==> src/rtl/memmux_scanout.sv <==
// memmux_scanout
// Video-side reader for the double-buffered memory mux. Walks the video
// port one word at a time through a frame, presents each word on a
// valid/ready pixel stream, and owns the buffer select. The select only
// flips in the one-cycle frame-end state, and only when the frame writer
// is requesting a swap, so a frame is never read from two buffers.
//
// Per-word cadence: ISSUE (address out) -> LOAD (data returns, captured at
// the closing edge) -> SHOW (held until the consumer takes it).

module memmux_scanout #(
    parameter int ADDR_WIDTH = 8,
    parameter int DATA_WIDTH = 8,
    parameter int FRAME_LEN  = 256
) (
    input  logic                  clk,
    input  logic                  rst,
    input  logic                  enable,
    input  logic                  swap_req,
    output logic                  swap_ack,
    output logic                  switch,
    output logic [ADDR_WIDTH-1:0] mADDR_V,
    input  logic [DATA_WIDTH-1:0] mDATA_V,
    output logic [DATA_WIDTH-1:0] pix_data,
    output logic                  pix_valid,
    input  logic                  pix_ready,
    output logic                  frame_done,
    output logic [7:0]            repeat_cnt
);

    typedef enum logic [2:0] {
        ST_IDLE  = 3'd0,
        ST_ISSUE = 3'd1,
        ST_LOAD  = 3'd2,
        ST_SHOW  = 3'd3,
        ST_FEND  = 3'd4
    } state_t;

    // Last word index of a frame; the pointer stops here and never wraps,
    // which also covers FRAME_LEN == 2**ADDR_WIDTH.
    localparam logic [ADDR_WIDTH-1:0] LAST_ADDR = ADDR_WIDTH'(FRAME_LEN - 1);
    localparam logic [ADDR_WIDTH-1:0] ZERO_ADDR = {ADDR_WIDTH{1'b0}};
    localparam logic [ADDR_WIDTH-1:0] ONE_ADDR  = ADDR_WIDTH'(1);

    // Saturating increment for the rescan counter: sticks at 255.
    function automatic logic [7:0] sat_inc8(input logic [7:0] v);
        logic [7:0] r;
        if (v == 8'hFF) begin
            r = 8'hFF;
        end else begin
            r = v + 8'd1;
        end
        return r;
    endfunction

    state_t                  state_q,      state_d;
    logic [ADDR_WIDTH-1:0]   addr_q,       addr_d;
    logic [ADDR_WIDTH-1:0]   maddr_q,      maddr_d;
    logic [DATA_WIDTH-1:0]   pix_data_q,   pix_data_d;
    logic                    pix_valid_q,  pix_valid_d;
    logic                    switch_q,     switch_d;
    logic                    swap_ack_q,   swap_ack_d;
    logic                    frame_done_q, frame_done_d;
    logic [7:0]              repeat_q,     repeat_d;

    // Next-state and next-output decode for the scanout sequencer.
    always_comb begin
        state_d      = state_q;
        addr_d       = addr_q;
        pix_data_d   = pix_data_q;
        pix_valid_d  = pix_valid_q;
        switch_d     = switch_q;
        swap_ack_d   = 1'b0;
        frame_done_d = 1'b0;
        repeat_d     = repeat_q;

        case (state_q)
            ST_IDLE: begin
                pix_valid_d = 1'b0;
                addr_d      = ZERO_ADDR;
                if (enable) begin
                    state_d = ST_ISSUE;
                end else begin
                    state_d = ST_IDLE;
                end
            end

            ST_ISSUE: begin
                // Address is already on the port; memory answers next cycle.
                state_d = ST_LOAD;
            end

            ST_LOAD: begin
                pix_data_d  = mDATA_V;
                pix_valid_d = 1'b1;
                state_d     = ST_SHOW;
            end

            ST_SHOW: begin
                if (pix_valid_q && pix_ready) begin
                    pix_valid_d = 1'b0;
                    if (addr_q == LAST_ADDR) begin
                        state_d = ST_FEND;
                    end else begin
                        addr_d  = addr_q + ONE_ADDR;
                        state_d = ST_ISSUE;
                    end
                end else begin
                    // Backpressure: hold word, address and valid.
                    state_d = ST_SHOW;
                end
            end

            ST_FEND: begin
                frame_done_d = 1'b1;
                addr_d       = ZERO_ADDR;
                // Only place the buffer select may change: no word in flight.
                if (swap_req) begin
                    switch_d   = ~switch_q;
                    swap_ack_d = 1'b1;
                    repeat_d   = 8'd0;
                end else begin
                    repeat_d   = sat_inc8(repeat_q);
                end
                if (enable) begin
                    state_d = ST_ISSUE;
                end else begin
                    state_d = ST_IDLE;
                end
            end

            default: begin
                state_d     = ST_IDLE;
                addr_d      = ZERO_ADDR;
                pix_valid_d = 1'b0;
            end
        endcase
    end

    // Video address tracks the word pointer, parked at zero while idle.
    always_comb begin
        maddr_d = ZERO_ADDR;
        if (state_d == ST_IDLE) begin
            maddr_d = ZERO_ADDR;
        end else begin
            maddr_d = addr_d;
        end
    end

    // State and output registers; reset aborts any frame in flight.
    always_ff @(posedge clk) begin
        if (rst) begin
            state_q      <= ST_IDLE;
            addr_q       <= ZERO_ADDR;
            maddr_q      <= ZERO_ADDR;
            pix_data_q   <= {DATA_WIDTH{1'b0}};
            pix_valid_q  <= 1'b0;
            switch_q     <= 1'b0;
            swap_ack_q   <= 1'b0;
            frame_done_q <= 1'b0;
            repeat_q     <= 8'd0;
        end else begin
            state_q      <= state_d;
            addr_q       <= addr_d;
            maddr_q      <= maddr_d;
            pix_data_q   <= pix_data_d;
            pix_valid_q  <= pix_valid_d;
            switch_q     <= switch_d;
            swap_ack_q   <= swap_ack_d;
            frame_done_q <= frame_done_d;
            repeat_q     <= repeat_d;
        end
    end

    assign mADDR_V    = maddr_q;
    assign pix_data   = pix_data_q;
    assign pix_valid  = pix_valid_q;
    assign switch     = switch_q;
    assign swap_ack   = swap_ack_q;
    assign frame_done = frame_done_q;
    assign repeat_cnt = repeat_q;

endmodule
==> config.mk <==
export PLATFORM = sky130hd
export DESIGN_NAME = memmux_scanout
export DESIGN_NICKNAME = d
export VERILOG_FILES = /design/src/rtl/memmux_scanout.sv
export SDC_FILE = /design/constraint.sdc
export NUM_CORES = 1
export LEC_CHECK = 0
export CORE_UTILIZATION = 49
export CTS_CLUSTER_SIZE = 40
export DETAILED_ROUTE_END_ITERATION = 10
export PLACE_DENSITY_LB_ADDON = 0.1
export RECOVER_POWER = 100
export SLEW_MARGIN = 5
export SYNTH_ARGS = -nofsm -noshare
export SYNTH_HDL_FRONTEND = slang
export SYNTH_SLANG_ARGS = --single-unit
==> constraint.sdc <==
create_clock -name clk -period 2.1 [get_ports clk]
set_input_delay 0.21 -clock clk [delete_from_list [all_inputs] [get_ports clk]]
set_output_delay 0.21 -clock clk [all_outputs]
set_load 0.005 [all_outputs]
Yosys cells after proc, flatten, opt, wreduce, memory -nomap -nowiden

Cells that the tools add are included.

Register bits: 39
Output and inout bits: 28
Word-level logic and storage cells: 44
Input bits: 13

Multiplexer cells: 13
$add $sub $neg: 2
Bitwise operators: 3
Equal/unequal tests: 7
Reductions and logical operators: 10

Operators with widths:

| kind                | number |
|---|---|
| $mux 8              | 4 |
| $add 8x1->8 const B | 2 |
| $eq 8x8->1 const B  | 2 |
| $pmux 8 s2          | 1 |
| $pmux 3 s4          | 1 |
| $reduce_or 2->1     | 5 |
| $eq 3x2->1 const B  | 2 |
| $logic_not 3->1     | 2 |
| $mux 3              | 2 |
| $mux 1              | 4 |
| $reduce_and 2->1    | 2 |
| $eq 3x1->1 const B  | 1 |
| $eq 3x3->1 const B  | 1 |
| $not 1->1           | 3 |
| $pmux 1 s3          | 1 |
| $ne 2x2->1 const B  | 1 |
| $logic_and 1x1->1   | 1 |

Longest topological paths before layout

Gate-level depths: netlist of the first run.

Depth in word-level cells: 6
Gate-level depth with buffers: 6
Depth with buffers taken out: 5

Worst setup path before layout of the first run

OpenSTA, ideal clock, no wires.

Kind: flip-flop to flip-flop
Start: reg state_q[0]
End: reg repeat_q[7] (netlist: repeat_cnt[7])
Clock period less this slack: 1.552 ns
Setup slack: 0.548 ns
Arrival: 1.472 ns
Required time: 2.021 ns
Stages on the path, launching flop included: 5
Setup time: 0.079 ns
Buffers on the path: 1
Cell sequence: dfxtp_1 > or3b_1 > buf_2 > or4_1 > a211oi_2

Longest elaborated chain between the ends: 1

RTL lines:

| element                | RTL line | RTL |
|---|---|---|
| from (decl)            | 56       | `state_t state_q, state_d;` |
| from (signal assigned) | 163      | `state_q <= state_d;` |
| $eq 3x3->1             | 77       | `case (state_q)` |
| to (signal assigned)   | 171      | `repeat_q <= repeat_d;` |
| to (decl)              | 64       | `logic [7:0] repeat_q, repeat_d;` |

No other way between the ends.
A chain may end at the register's enable or synchronous reset.

Worst setup path in the final report of the first run

Start: reg state_q[2]
End: reg switch_q (netlist: switch)

Longest elaborated chain between the ends: 2

RTL lines:

| element                    | RTL line | RTL |
|---|---|---|
| $eq 3x3->1                 | 77       |  |
| $reduce_and 2->1 (no line) | --       |  |
| to (signal assigned)       | 168      | `switch_q <= switch_d;` |
| to (decl)                  | 61       | `logic switch_q, switch_d;` |

No other way between the ends.

==> impl_metrics.sql, run 1 <==
INSERT INTO impl_metrics (metric_group, metric, value, unit) VALUES
('place', 'gp_congestion', '0.900', ''),
('sta', 'post-route-min-period', '1740', 'ps'),
('floorplanning', 'floorplan.initialDensity', '51.2', '%'),
('worst_setup_path', 'cp-end-kind', 'flip-flop', ''),
('clock_tree', 'clk-insertion-delay-late', '350', 'ps'),
('synthesis', 'synthXorXnorAreaFrac', '1.03', '%'),
('sta', 'timing.final.crit_share', '83.1', '%'),
('floorplanning', 'core_area', '3340', 'um^2'),
('synthesis', 'synth_seq_area_share', '45.7', '%'),
('synthesis', 'synth_simple_gate_area_share', '25.5', '%'),
('clock_tree', 'cts_hold_buffers', '0', ''),
('sta', 'grt_setup_unrepaired', 'no', ''),
('synthesis', 'synth_compound_area_share', '18.5', '%'),
('global_routing', 'grt_first_pass_wirelength', '6070', 'um'),
('finish', 'multi_input_comb_area', '868', 'um^2'),
('synthesis', 'postSynthAreaPerCell', '8.76', 'um^2'),
('finish', 'final.fill_count', '314', ''),
('finish', 'layout_common_cells', '39 x sky130_fd_sc_hd__dfxtp_1, 28 x sky130_fd_sc_hd__dlygate4sd3_1, 21 x sky130_fd_sc_hd__nor2_1, 16 x sky130_fd_sc_hd__a21oi_1, 13 x sky130_fd_sc_hd__nand2_1', ''),
('outcome', 'run_status', 'complete, no violations', ''),
('synthesis', 'netlist_area', '1710', 'um^2'),
('synthesis', 'synthAdderAreaFrac', '1.47', '%'),
('detailed_routing', 'remaining_drc_errors', '0', ''),
('synthesis', 'synth.mux.area_fraction', '4.69', '%'),
('sta', 'finalMaxSlewViolations', '0', ''),
('global_routing', 'grt_start_max_net_pins', '22', ''),
('clock_tree', 'tritoncts', 'done', ''),
('synthesis', 'syn_inst', '195', ''),
('sta', 'final.setup_skew', '7.16', 'ps'),
('sta', 'totalNegativeSetupSlack', '0', 'ps'),
('power', 'power_per_cell_area', '757', 'nW/um^2'),
('worst_setup_path', 'worst_ep_arrival_time', '1990', 'ps'),
('clock_tree', 'tritoncts_num_sinks', '39', ''),
('power', 'fin_total_pwr', '1660', 'uW'),
('worst_setup_path', 'critical_path.top_delay_family', 'simple AND/OR/NAND/NOR gates', ''),
('detailed_routing', 'drt-vias-per-instance', '5.48', ''),
('finish', 'areaGrowthSynthToFinish', '28.1', '%'),
('clock_tree', 'root_buffer_cell', 'sky130_fd_sc_hd__clkbuf_4', ''),
('worst_setup_path', 'required', '2350', 'ps'),
('synthesis', 'postSynthNetCount', '210', ''),
('clock_tree', 'cts_resized', '0', ''),
('sta', 'timing.slew.headroom', '53.1', '%'),
('synthesis', 'number_of_synthesized_flops_with_an_enable_pin', '0', ''),
('clock_tree', 'postCtsSetupBuffers', '0', ''),
('synthesis', 'postSynthRegisterBits', '39', ''),
('clock_tree', 'tritoncts_buffer_count', '5', ''),
('worst_setup_path', 'crit_chain', 'or3b_1 > clkbuf_1 > nor2_1 > xnor2_1 > nor2_1', ''),
('detailed_routing', 'num_vias', '1544', ''),
('synthesis', 'post_synth_num_cell_types', '43', ''),
('sta', 'maxClockFrequency', '0.573', 'GHz'),
('detailed_routing', 'drt.antenna.violating_nets', '0', ''),
('finish', 'layout.nets', '250', ''),
('global_routing', 'number_of_global_route_vias_before_repair', '1380', ''),
('clock_tree', 'max-clock-path-buffers', '2', ''),
('clock_tree', 'clock_slew_at_the_register_clock_pins_of_the_worst_setup_and_hold_paths', '110', 'ps'),
('power', 'vdd_ir_drop_max', '0.550', 'mV'),
('synthesis', 'yosysWarnings', '0', ''),
('floorplanning', 'row_count', '21', ''),
('global_routing', 'globalRoute.totalOverflow', '0', ''),
('finish', 'most_common_cell_after_layout_fill_and_taps_aside', 'sky130_fd_sc_hd__dfxtp_1', ''),
('worst_setup_path', 'critical_path_class', 'reg2reg', ''),
('worst_setup_path', 'critPathMaxFanout', '11', ''),
('floorplanning', 'boundaryPins', '41', ''),
('global_routing', 'grt_util_all_layers', '22.3', '%'),
('power', 'leak_pwr', '0.000863', 'uW'),
('place', 'buffer_ports.inserted', '40', ''),
('floorplanning', 'dieHeight', '61.0', 'um'),
('finish', 'seq_area', '781', 'um^2'),
('sta', 'tightest_slew', '697', 'ps'),
('synthesis', 'dominantRegCellSynth', 'sky130_fd_sc_hd__dfxtp_1', ''),
('finish', 'final_layout_size_suffix_gt1_share', '4.24', '%'),
('place', 'detailed_place_hpwl', '2750', 'um');
-- cell usage after synthesis, drive strengths merged, types with 2 or more instances --
library cell / n / area, um^2
buf: 4 / 20.0
and2: 2 / 12.5
mux2i: 8 / 80.1
nand2: 13 / 48.8
or4: 2 / 15.0
a41oi: 2 / 17.5
nand3: 8 / 40.0
nor2: 21 / 78.8
and3: 2 / 12.5
or3b: 2 / 17.5
dfxtp: 39 / 781
nand3b: 2 / 15.0
a21boi: 2 / 15.0
xnor2: 2 / 17.5
nor2b: 2 / 12.5
a21oi: 16 / 80.1
inv: 3 / 11.3
clkbuf: 6 / 22.5
a31oi: 5 / 31.3
nor3: 10 / 50.1
ha: 2 / 25.0
or3: 2 / 12.5
nor4: 4 / 25.0
a211o: 4 / 35.0
or2: 2 / 12.5
o21a: 3 / 22.5
nand4: 4 / 25.0
o21ai: 9 / 45.0
-- final timing paths --
path | from | end | slack, ps | cells after the start
max | state_q[2] | switch | 360 | 5
min | mDATA_V[6] | pix_data[6] | 460 | 3
max reg2reg | state_q[2] | switch | 360 | 5
min reg2reg | repeat_cnt[1] | repeat_cnt[1] | 500 | 2
-- registers in the layout, summed over array words and instances, names as in the netlist --
| name | count |
|---|---|
| repeat_cnt | 8 |
| pix_valid | 1 |
| state_q | 3 |
| frame_done | 1 |
| swap_ack | 1 |
| addr_q | 8 |
| mADDR_V | 8 |
| pix_data | 8 |
| switch | 1 |
-- through the flow --
stage                     cell area [um^2]  hold WS [ps]  setup WS (ps)  instances  utilization (%)
after floorplan                       1710           357            548        195                -
after global placement                2150           471            393        274             64.3
after detailed placement              2150           485            325        274             64.3
after CTS                             2200           451            393        282             65.8
after global routing                  2190           467            197        282             65.5
final                                 2190           461            356        282             65.5
-- logic make-up after synthesis --
group,count (synthesis)
mux,8
compound gates,49
buf+inv,13
fa+ha+maj,2
flops,39
xor+xnor,2
simple gates,82
-- power breakdown --
group,leakage (uW),internal (uW),switching [uW]
sequential,0.000315,793,71.1
combinational,0.000518,205,211
clock,0.0000293,131,245
total,0.000863,1130,527
-- routing by layer --
layer | vias to the layer above | GRT usage, % | part of all wire (%)
li1 | 794 | - | -
met5 | - | 0 | 0
met1 | 705 | 28.2 | 46
met4 | 0 | 9.42 | 1.3
met3 | 6 | 6.09 | 5.5
met2 | 39 | 35.9 | 47
-- worst register-to-register path, cell delays in order (launching register included) --
cell and delay (ps):
sky130_fd_sc_hd__dfxtp_1 490, sky130_fd_sc_hd__or3b_1 410, sky130_fd_sc_hd__clkbuf_1 220, sky130_fd_sc_hd__nor2_1 300
sky130_fd_sc_hd__xnor2_1 160, sky130_fd_sc_hd__nor2_1 50
-- cell type report --
| type | count | area share [%] |
|---|---|---|
| multi-input combinational | 143 | 39.7 |
| sequential | 39 | 35.7 |
| timing repair buffer | 43 | 19.2 |
| tap | 46 | 2.63 |
| clock buffer | 7 | 2.06 |
| inverter | 3 | 0.515 |
| clock inverter | 1 | 0.229 |
No activity file was read; power rests on OpenSTA's default activity.
==> inputs of run 2 (changes only) <==
- clock period: 2.1 -> 1.7 ns (I/O delays scaled with it)
==> impl_metrics.sql, run 2 (same netlist as run 1, synthesis figures left out) <==
INSERT INTO impl_metrics (metric_group, metric, value, unit) VALUES
('sta', 'finalMaxSlewViolations', '0', ''),
('worst_setup_path', 'reg2regPathDepth', '5', ''),
('global_routing', 'antenna_found_initial', '0', ''),
('floorplanning', 'row_count', '21', ''),
('finish', 'final_layout_size_suffix_gt1_share', '10.6', '%'),
('clock_tree', 'tritoncts', 'done', ''),
('global_routing', 'busiest_layer', 'met2', ''),
('place', 'buffer_ports.inserted', '40', ''),
('outcome', 'run_status', 'complete, no violations', ''),
('detailed_routing', 'detail_route.iter0.violations', '102', ''),
('clock_tree', 'clk-insertion-delay-late', '350', 'ps'),
('clock_tree', 'h_tree_level_count', '2', ''),
('global_routing', 'grt_start_max_net_pins', '21', ''),
('sta', 'finalHoldWorstSlack', '440', 'ps'),
('finish', 'layout_common_cells', '37 x sky130_fd_sc_hd__dfxtp_1, 27 x sky130_fd_sc_hd__dlygate4sd3_1, 21 x sky130_fd_sc_hd__nor2_1, 16 x sky130_fd_sc_hd__a21oi_1', ''),
('global_routing', 'grt_util_all_layers', '25.2', '%'),
('power', 'p_sw', '673', 'uW'),
('power', 'pwr-share-comb', '27.8', '%'),
('finish', 'areaGrowthSynthToFinish', '34.7', '%'),
('global_routing', 'global_route.usage.met3', '9.24', '%'),
('power', 'power_per_cell_area', '981', 'nW/um^2'),
('finish', 'stdcell_area', '2300', 'um^2'),
('worst_setup_path', 'worstSetupPathDepth', '5', ''),
('sta', 'grt_setup_unrepaired', 'no', ''),
('floorplanning', 'die_boundary_width', '61.0', 'um'),
('place', 'gp_congestion', '0.901', ''),
('worst_setup_path', 'crit_chain', 'ha_1 > and3_1 > nor2_1 > or4_1 > a211oi_2', ''),
('power', 'power.internal', '1580', 'uW'),
('power', 'leak_pwr', '0.000928', 'uW'),
('finish', 'most_common_cell_after_layout_fill_and_taps_aside', 'sky130_fd_sc_hd__dfxtp_1', ''),
('floorplanning', 'boundaryPins', '41', ''),
('detailed_routing', 'drt.antenna.violating_nets', '0', ''),
('worst_setup_path', 'source_of_the_critical_timing_path', 'repeat_cnt[1]', ''),
('sta', 'report.final.hold_viol_count', '0', ''),
('sta', 'timing.final.crit_share', '93.8', '%'),
('power', 'sequentialPowerShare', '45.5', '%'),
('place', 'detailed_place_hpwl', '3080', 'um'),
('worst_setup_path', 'cp-end-kind', 'flip-flop', ''),
('clock_tree', 'tritoncts_buffer_count', '5', ''),
('detailed_routing', 'drt-vias-per-instance', '5.68', ''),
('sta', 'setup-violations-final', '0', ''),
('floorplanning', 'fp.dieArea', '3730', 'um^2'),
('detailed_routing', 'drt_pass1_iterations', '4', ''),
('power', 'vdd_ir_drop_max', '0.596', 'mV'),
('place', 'place_area', '2220', 'um^2'),
('worst_setup_path', 'total_buffers_and_inverters_traversed_by_the_critical_path', '0', ''),
('power', 'pwr-share-clk', '26.7', '%'),
('clock_tree', 'clock_slew_at_the_register_clock_pins_of_the_worst_setup_and_hold_paths', '110', 'ps'),
('worst_setup_path', 'critical_path.top_delay_family', 'simple AND/OR/NAND/NOR gates', ''),
('power', 'p_sw_share', '29.8', '%'),
('floorplanning', 'floorplan.initialDensity', '51.2', '%'),
('worst_setup_path', 'critPathMaxFanout', '4', ''),
('detailed_routing', 'remaining_drc_errors', '0', ''),
('sta', 'timing.slew.headroom', '75.6', '%'),
('global_routing', 'grt_first_pass_wirelength', '6850', 'um'),
('worst_setup_path', 'setup.worst_path.end', 'repeat_cnt[7]', ''),
('worst_setup_path', 'critical_path_class', 'reg2reg', ''),
('worst_setup_path', 'critical_path.reg2reg.endpoint', 'repeat_cnt[7]', ''),
('sta', 'tightest_slew', '365', 'ps'),
('floorplanning', 'dieHeight', '61.0', 'um'),
('clock_tree', 'tritoncts_num_sinks', '39', ''),
('floorplanning', 'core_area', '3340', 'um^2'),
('sta', 'post-route-min-period', '1590', 'ps'),
('detailed_routing', 'per_cell_routed_wire_length', '14.4', 'um'),
('worst_setup_path', 'critical_path.startpoint_type', 'flip-flop', ''),
('finish', 'layout.nets', '260', ''),
('global_routing', 'globalRoute.totalOverflow', '0', ''),
('detailed_routing', 'finalWirelength', '4200', 'um'),
('sta', 'totalNegativeSetupSlack', '0', 'ps'),
('power', 'fin_total_pwr', '2260', 'uW'),
('clock_tree', 'max-clock-path-buffers', '2', ''),
('worst_setup_path', 'critical-path-slowest-cell', 'sky130_fd_sc_hd__or4_1', ''),
('worst_setup_path', 'required', '1980', 'ps'),
('worst_setup_path', 'worst_ep_arrival_time', '1870', 'ps'),
('worst_setup_path', 'reg2reg_from', 'repeat_cnt[1]', ''),
('global_routing', 'grt_use_met1', '29.2', '%'),
('worst_setup_path', 'slowest_delay', '410', 'ps'),
('clock_tree', 'postCtsSetupBuffers', '0', ''),
('worst_setup_path', 'setup.reg_to_reg.worst_slack', '110', 'ps'),
('sta', 'maxClockFrequency', '0.627', 'GHz'),
('finish', 'final.fill_count', '297', ''),
('sta', 'final.setup_skew', '11.9', 'ps'),
('run', 'maxCapViolations', '0', ''),
('detailed_routing', 'num_vias', '1654', ''),
('min_path', 'min-delay-path-class', 'in2reg', ''),
('global_routing', 'grtUsageMet2', '41.1', '%'),
('global_routing', 'number_of_global_route_vias_before_repair', '1538', ''),
('finish', 'antenna-diode-count', '0', ''),
('clock_tree', 'root_buffer_cell', 'sky130_fd_sc_hd__clkbuf_4', '');
==> run 2: cell types whose count changed in the layout (fill, tap and decap cells not counted), sizes merged <==
cell	before	now
buf	2	10
bufinv	0	1
clkbuf	8	9
clkdlybuf4s50	12	13
clkinv	1	0
dlygate4sd3	28	27
==> run 2: power by group through the flow <==
| stage | sequential [uW] | combinational [uW] | clock (uW) |
|---|---|---|---|
| 6_report | 1030 | 627 | 603 |
| 5_1_grt | 1040 | 696 | 654 |
| 4_1_cts | 1030 | 646 | 621 |
| 3_5_place_dp | 1050 | 643 | 0 |
| 3_3_place_gp | 1050 | 628 | 0 |
| 2_1_floorplan | 1040 | 391 | 0 |
==> run 2: timing repair <==
action                                  CTS  global route
hold endpoints to repair                  0             0
endpoints found under the setup margin    0             5
resized for setup                         0             4
hold buffers                              0             0
==> run 2: metal layers <==
metal	part of all wire (%)	wire length, um
met1	42	1780
met2	51	2140
met5	0	0
met3	6.1	258
met4	0.55	23
==> run 2: layout make-up <==
| cell class | count | area (um^2) | area share (%) |
|---|---|---|---|
| inverter | 3 | 11.3 | 0.489 |
| clock buffer | 6 | 41.3 | 1.79 |
| multi-input combinational | 143 | 887 | 38.6 |
| timing repair buffer | 53 | 490 | 21.3 |
| sequential | 39 | 783 | 34.0 |
| clock inverter | 1 | 30.0 | 1.31 |
| tap | 46 | 57.6 | 2.50 |
==> run 2: through the flow <==
stage | setup WS (ps) | instances | utilization, %
2_1_floorplan | 148 | 195 | -
3_3_place_gp | 120 | 284 | 66.6
3_5_place_dp | 25.5 | 284 | 66.6
4_1_cts | 5.86 | 291 | 68.7
5_1_grt | 6.37 | 291 | 69.0
6_report | 106 | 291 | 69.0
==> run 2: worst min-delay path by stage <==
| stage | start | slack, ps | end | depth (start not counted) |
|---|---|---|---|---|
| global placement | pix_data[6] | 470 | pix_data[6] | 2 |
| floorplan | mDATA_V[0] | 320 | pix_data[0] | 2 |
| CTS | mDATA_V[6] | 420 | pix_data[6] | 3 |
| global route | mDATA_V[1] | 440 | pix_data[1] | 3 |
| finish | mDATA_V[2] | 440 | pix_data[2] | 3 |
| detailed placement | pix_data[7] | 480 | pix_data[7] | 2 |
==> run 2: tightest hold or removal path: cells and delay by family <==
kind	cells	cell delay, ps
buf+inv	1	400
mux	1	130
simple gates	1	50
==> inputs of run 3 (changes only) <==
- GPL_ROUTABILITY_DRIVEN: unset -> 1
- PLACE_DENSITY: unset -> 0.81
- PLACE_DENSITY_LB_ADDON: 0.1 -> unset
==> impl_metrics.sql, run 3 (same netlist as run 1, synthesis figures left out) <==
INSERT INTO impl_metrics (metric_group, metric, value, unit) VALUES
('worst_setup_path', 'critical_path_class', 'reg2out', ''),
('place', 'post-place-ws', '46.3', 'ps'),
('place', 'gp_congestion', '0.876', ''),
('power', 'fin_total_pwr', '2080', 'uW'),
('clock_tree', 'clock_slew_at_the_register_clock_pins_of_the_worst_setup_and_hold_paths', '120', 'ps'),
('clock_tree', 'tritoncts_num_sinks', '39', ''),
('clock_tree', 'root_buffer_cell', 'sky130_fd_sc_hd__clkbuf_4', ''),
('finish', 'most_common_cell_after_layout_fill_and_taps_aside', 'sky130_fd_sc_hd__dfxtp_1', ''),
('worst_setup_path', 'crit_chain', 'dlygate4sd3_1', ''),
('sta', 'fin_ws', '110', 'ps'),
('outcome', 'run_status', 'complete, no violations', ''),
('global_routing', 'antenna_found_initial', '0', ''),
('worst_setup_path', 'worstSetupPathDepth', '1', ''),
('detailed_routing', 'per_cell_routed_wire_length', '12.8', 'um'),
('sta', 'post-route-min-period', '1590', 'ps'),
('worst_setup_path', 'reg2reg_from', 'repeat_cnt[0]', ''),
('min_path', 'hold_path.startpoint', 'mDATA_V[6]', ''),
('clock_tree', 'cts_hold_buffers', '0', ''),
('floorplanning', 'dieHeight', '61.0', 'um'),
('finish', 'final.fill_count', '288', ''),
('clock_tree', 'h_tree_level_count', '2', ''),
('sta', 'tightest_slew', '435', 'ps'),
('detailed_routing', 'num_vias', '1615', ''),
('finish', 'layout_common_cells', '38 x sky130_fd_sc_hd__dfxtp_1, 26 x sky130_fd_sc_hd__dlygate4sd3_1, 21 x sky130_fd_sc_hd__nor2_1, 16 x sky130_fd_sc_hd__a21oi_1, 14 x sky130_fd_sc_hd__clkdlybuf4s50_1', ''),
('place', 'detailed_place_hpwl', '2690', 'um'),
('floorplanning', 'row_count', '21', ''),
('power', 'power.internal', '1420', 'uW'),
('detailed_routing', 'detail_route.iter0.violations', '110', ''),
('worst_setup_path', 'total_buffers_and_inverters_traversed_by_the_critical_path', '1', ''),
('min_path', 'whs_path_depth', '3', ''),
('detailed_routing', 'drt_pass1_iterations', '6', ''),
('worst_setup_path', 'critical_path.startpoint_type', 'flip-flop', ''),
('finish', 'final_layout_size_suffix_gt1_share', '10.2', '%'),
('sta', 'timing.final.crit_share', '93.5', '%'),
('sta', 'timing.slew.headroom', '70.6', '%'),
('detailed_routing', 'finalWirelength', '3750', 'um'),
('worst_setup_path', 'critical_path.top_delay_family', 'buffers and inverters', ''),
('power', 'power_per_cell_area', '915', 'nW/um^2'),
('power', 'pwr-share-comb', '28.2', '%'),
('clock_tree', 'clk-insertion-delay-late', '350', 'ps'),
('detailed_routing', 'drt.antenna.violating_nets', '0', ''),
('worst_setup_path', 'slowest_delay', '600', 'ps'),
('worst_setup_path', 'worst_ep_arrival_time', '1420', 'ps'),
('worst_setup_path', 'critical-path-slowest-cell', 'sky130_fd_sc_hd__dlygate4sd3_1', ''),
('finish', 'multi_input_comb_area', '876', 'um^2'),
('finish', 'seq_area', '782', 'um^2'),
('finish', 'instances_no_fill', '292', ''),
('floorplanning', 'fp.dieArea', '3730', 'um^2'),
('sta', 'setup-violations-final', '0', ''),
('power', 'vdd_ir_drop_max', '0.637', 'mV'),
('floorplanning', 'die_boundary_width', '61.0', 'um'),
('power', 'pwr-share-clk', '21.9', '%'),
('sta', 'grt_setup_unrepaired', 'no', ''),
('finish', 'antenna-diode-count', '0', ''),
('global_routing', 'number_of_global_route_vias_before_repair', '1414', ''),
('global_routing', 'grt_first_pass_wirelength', '5890', 'um'),
('power', 'p_sw', '655', 'uW'),
('floorplanning', 'core_area', '3340', 'um^2'),
('global_routing', 'globalRoute.totalOverflow', '0', ''),
('min_path', 'min-delay-path-class', 'in2reg', ''),
('power', 'p_sw_share', '31.5', '%'),
('detailed_routing', 'drt-vias-per-instance', '5.53', ''),
('clock_tree', 'postCtsSetupBuffers', '0', ''),
('sta', 'final.setup_skew', '7.70', 'ps'),
('power', 'sequentialPowerShare', '49.9', '%'),
('worst_setup_path', 'critPathMaxFanout', '7', ''),
('power', 'leak_pwr', '0.000910', 'uW'),
('run', 'maxCapViolations', '0', ''),
('global_routing', 'grt_util_all_layers', '21.7', '%'),
('floorplanning', 'boundaryPins', '41', ''),
('place', 'dp.cells', '284', ''),
('floorplanning', 'floorplan.initialDensity', '51.2', '%'),
('sta', 'totalNegativeSetupSlack', '0', 'ps'),
('sta', 'finalMaxSlewViolations', '0', ''),
('worst_setup_path', 'cp-end-kind', 'output pin', ''),
('clock_tree', 'max-clock-path-buffers', '2', ''),
('worst_setup_path', 'reg2regPathDepth', '5', ''),
('finish', 'layout.nets', '260', ''),
('place', 'buffer_ports.inserted', '40', ''),
('clock_tree', 'tritoncts_buffer_count', '5', ''),
('sta', 'maxClockFrequency', '0.629', 'GHz'),
('global_routing', 'grt_start_max_net_pins', '21', ''),
('clock_tree', 'tritoncts', 'done', ''),
('detailed_routing', 'remaining_drc_errors', '0', ''),
('worst_setup_path', 'required', '1530', 'ps'),
('worst_setup_path', 'source_of_the_critical_timing_path', 'repeat_cnt[4]', ''),
('sta', 'report.final.hold_viol_count', '0', ''),
('finish', 'areaGrowthSynthToFinish', '33.0', '%');
## run 3: cell count changes in the layout (fill, tap and decap cells not counted), sizes merged
cell	previous run	this run
buf	10	11
bufinv	1	0
clkbuf	9	7
clkdlybuf4s50	13	14
clkinv	0	3
dlygate4sd3	27	26
## run 3: path summary, 6_finish.rpt
| path | end | slack (ps) |
|---|---|---|
| min | pix_data[6] | 420 |
| max | repeat_cnt[4] | 110 |
| min reg2reg | repeat_cnt[1] | 490 |
| max reg2reg | repeat_cnt[7] | 130 |
## run 3: what timing repair did
action | in CTS | in global routing
endpoints found under the setup margin | 0 | 3
endpoints found under the hold margin | 0 | 0
gates resized for setup | 0 | 2
## run 3: layout make-up
| type | count | area share, % |
|---|---|---|
| flip-flops and latches | 39 | 34.4 |
| well taps | 46 | 2.53 |
| inverters | 3 | 0.496 |
| clock buffers | 5 | 1.65 |
| clock inverters | 3 | 0.661 |
| multi-input cells | 143 | 38.6 |
| repair buffers | 53 | 21.7 |
## run 3: per-stage QoR
step / utilization (%) / hold slack [ps] / instance area, um^2
after floorplan: - / 317 / 1710
after global placement: 66.6 / 473 / 2220
after detailed placement: 66.6 / 482 / 2220
after CTS: 68.1 / 415 / 2270
after global routing: 68.1 / 412 / 2270
final: 68.1 / 422 / 2270
## run 3: per-layer routing
metal	GRT usage [%]	up-vias	routed length, um
met2	34.5	50	1700
met5	0	-	0
li1	-	815	-
met3	8.19	7	233
met4	8.44	0	63
met1	26.8	743	1750
## run 3: power by group through the flow
stage,combinational (uW),sequential [uW],clock (uW)
after floorplan,391,1040,0
after global placement,603,1060,0
after detailed placement,611,1060,0
after CTS,614,1040,465
after global routing,639,1050,512
final,587,1040,455
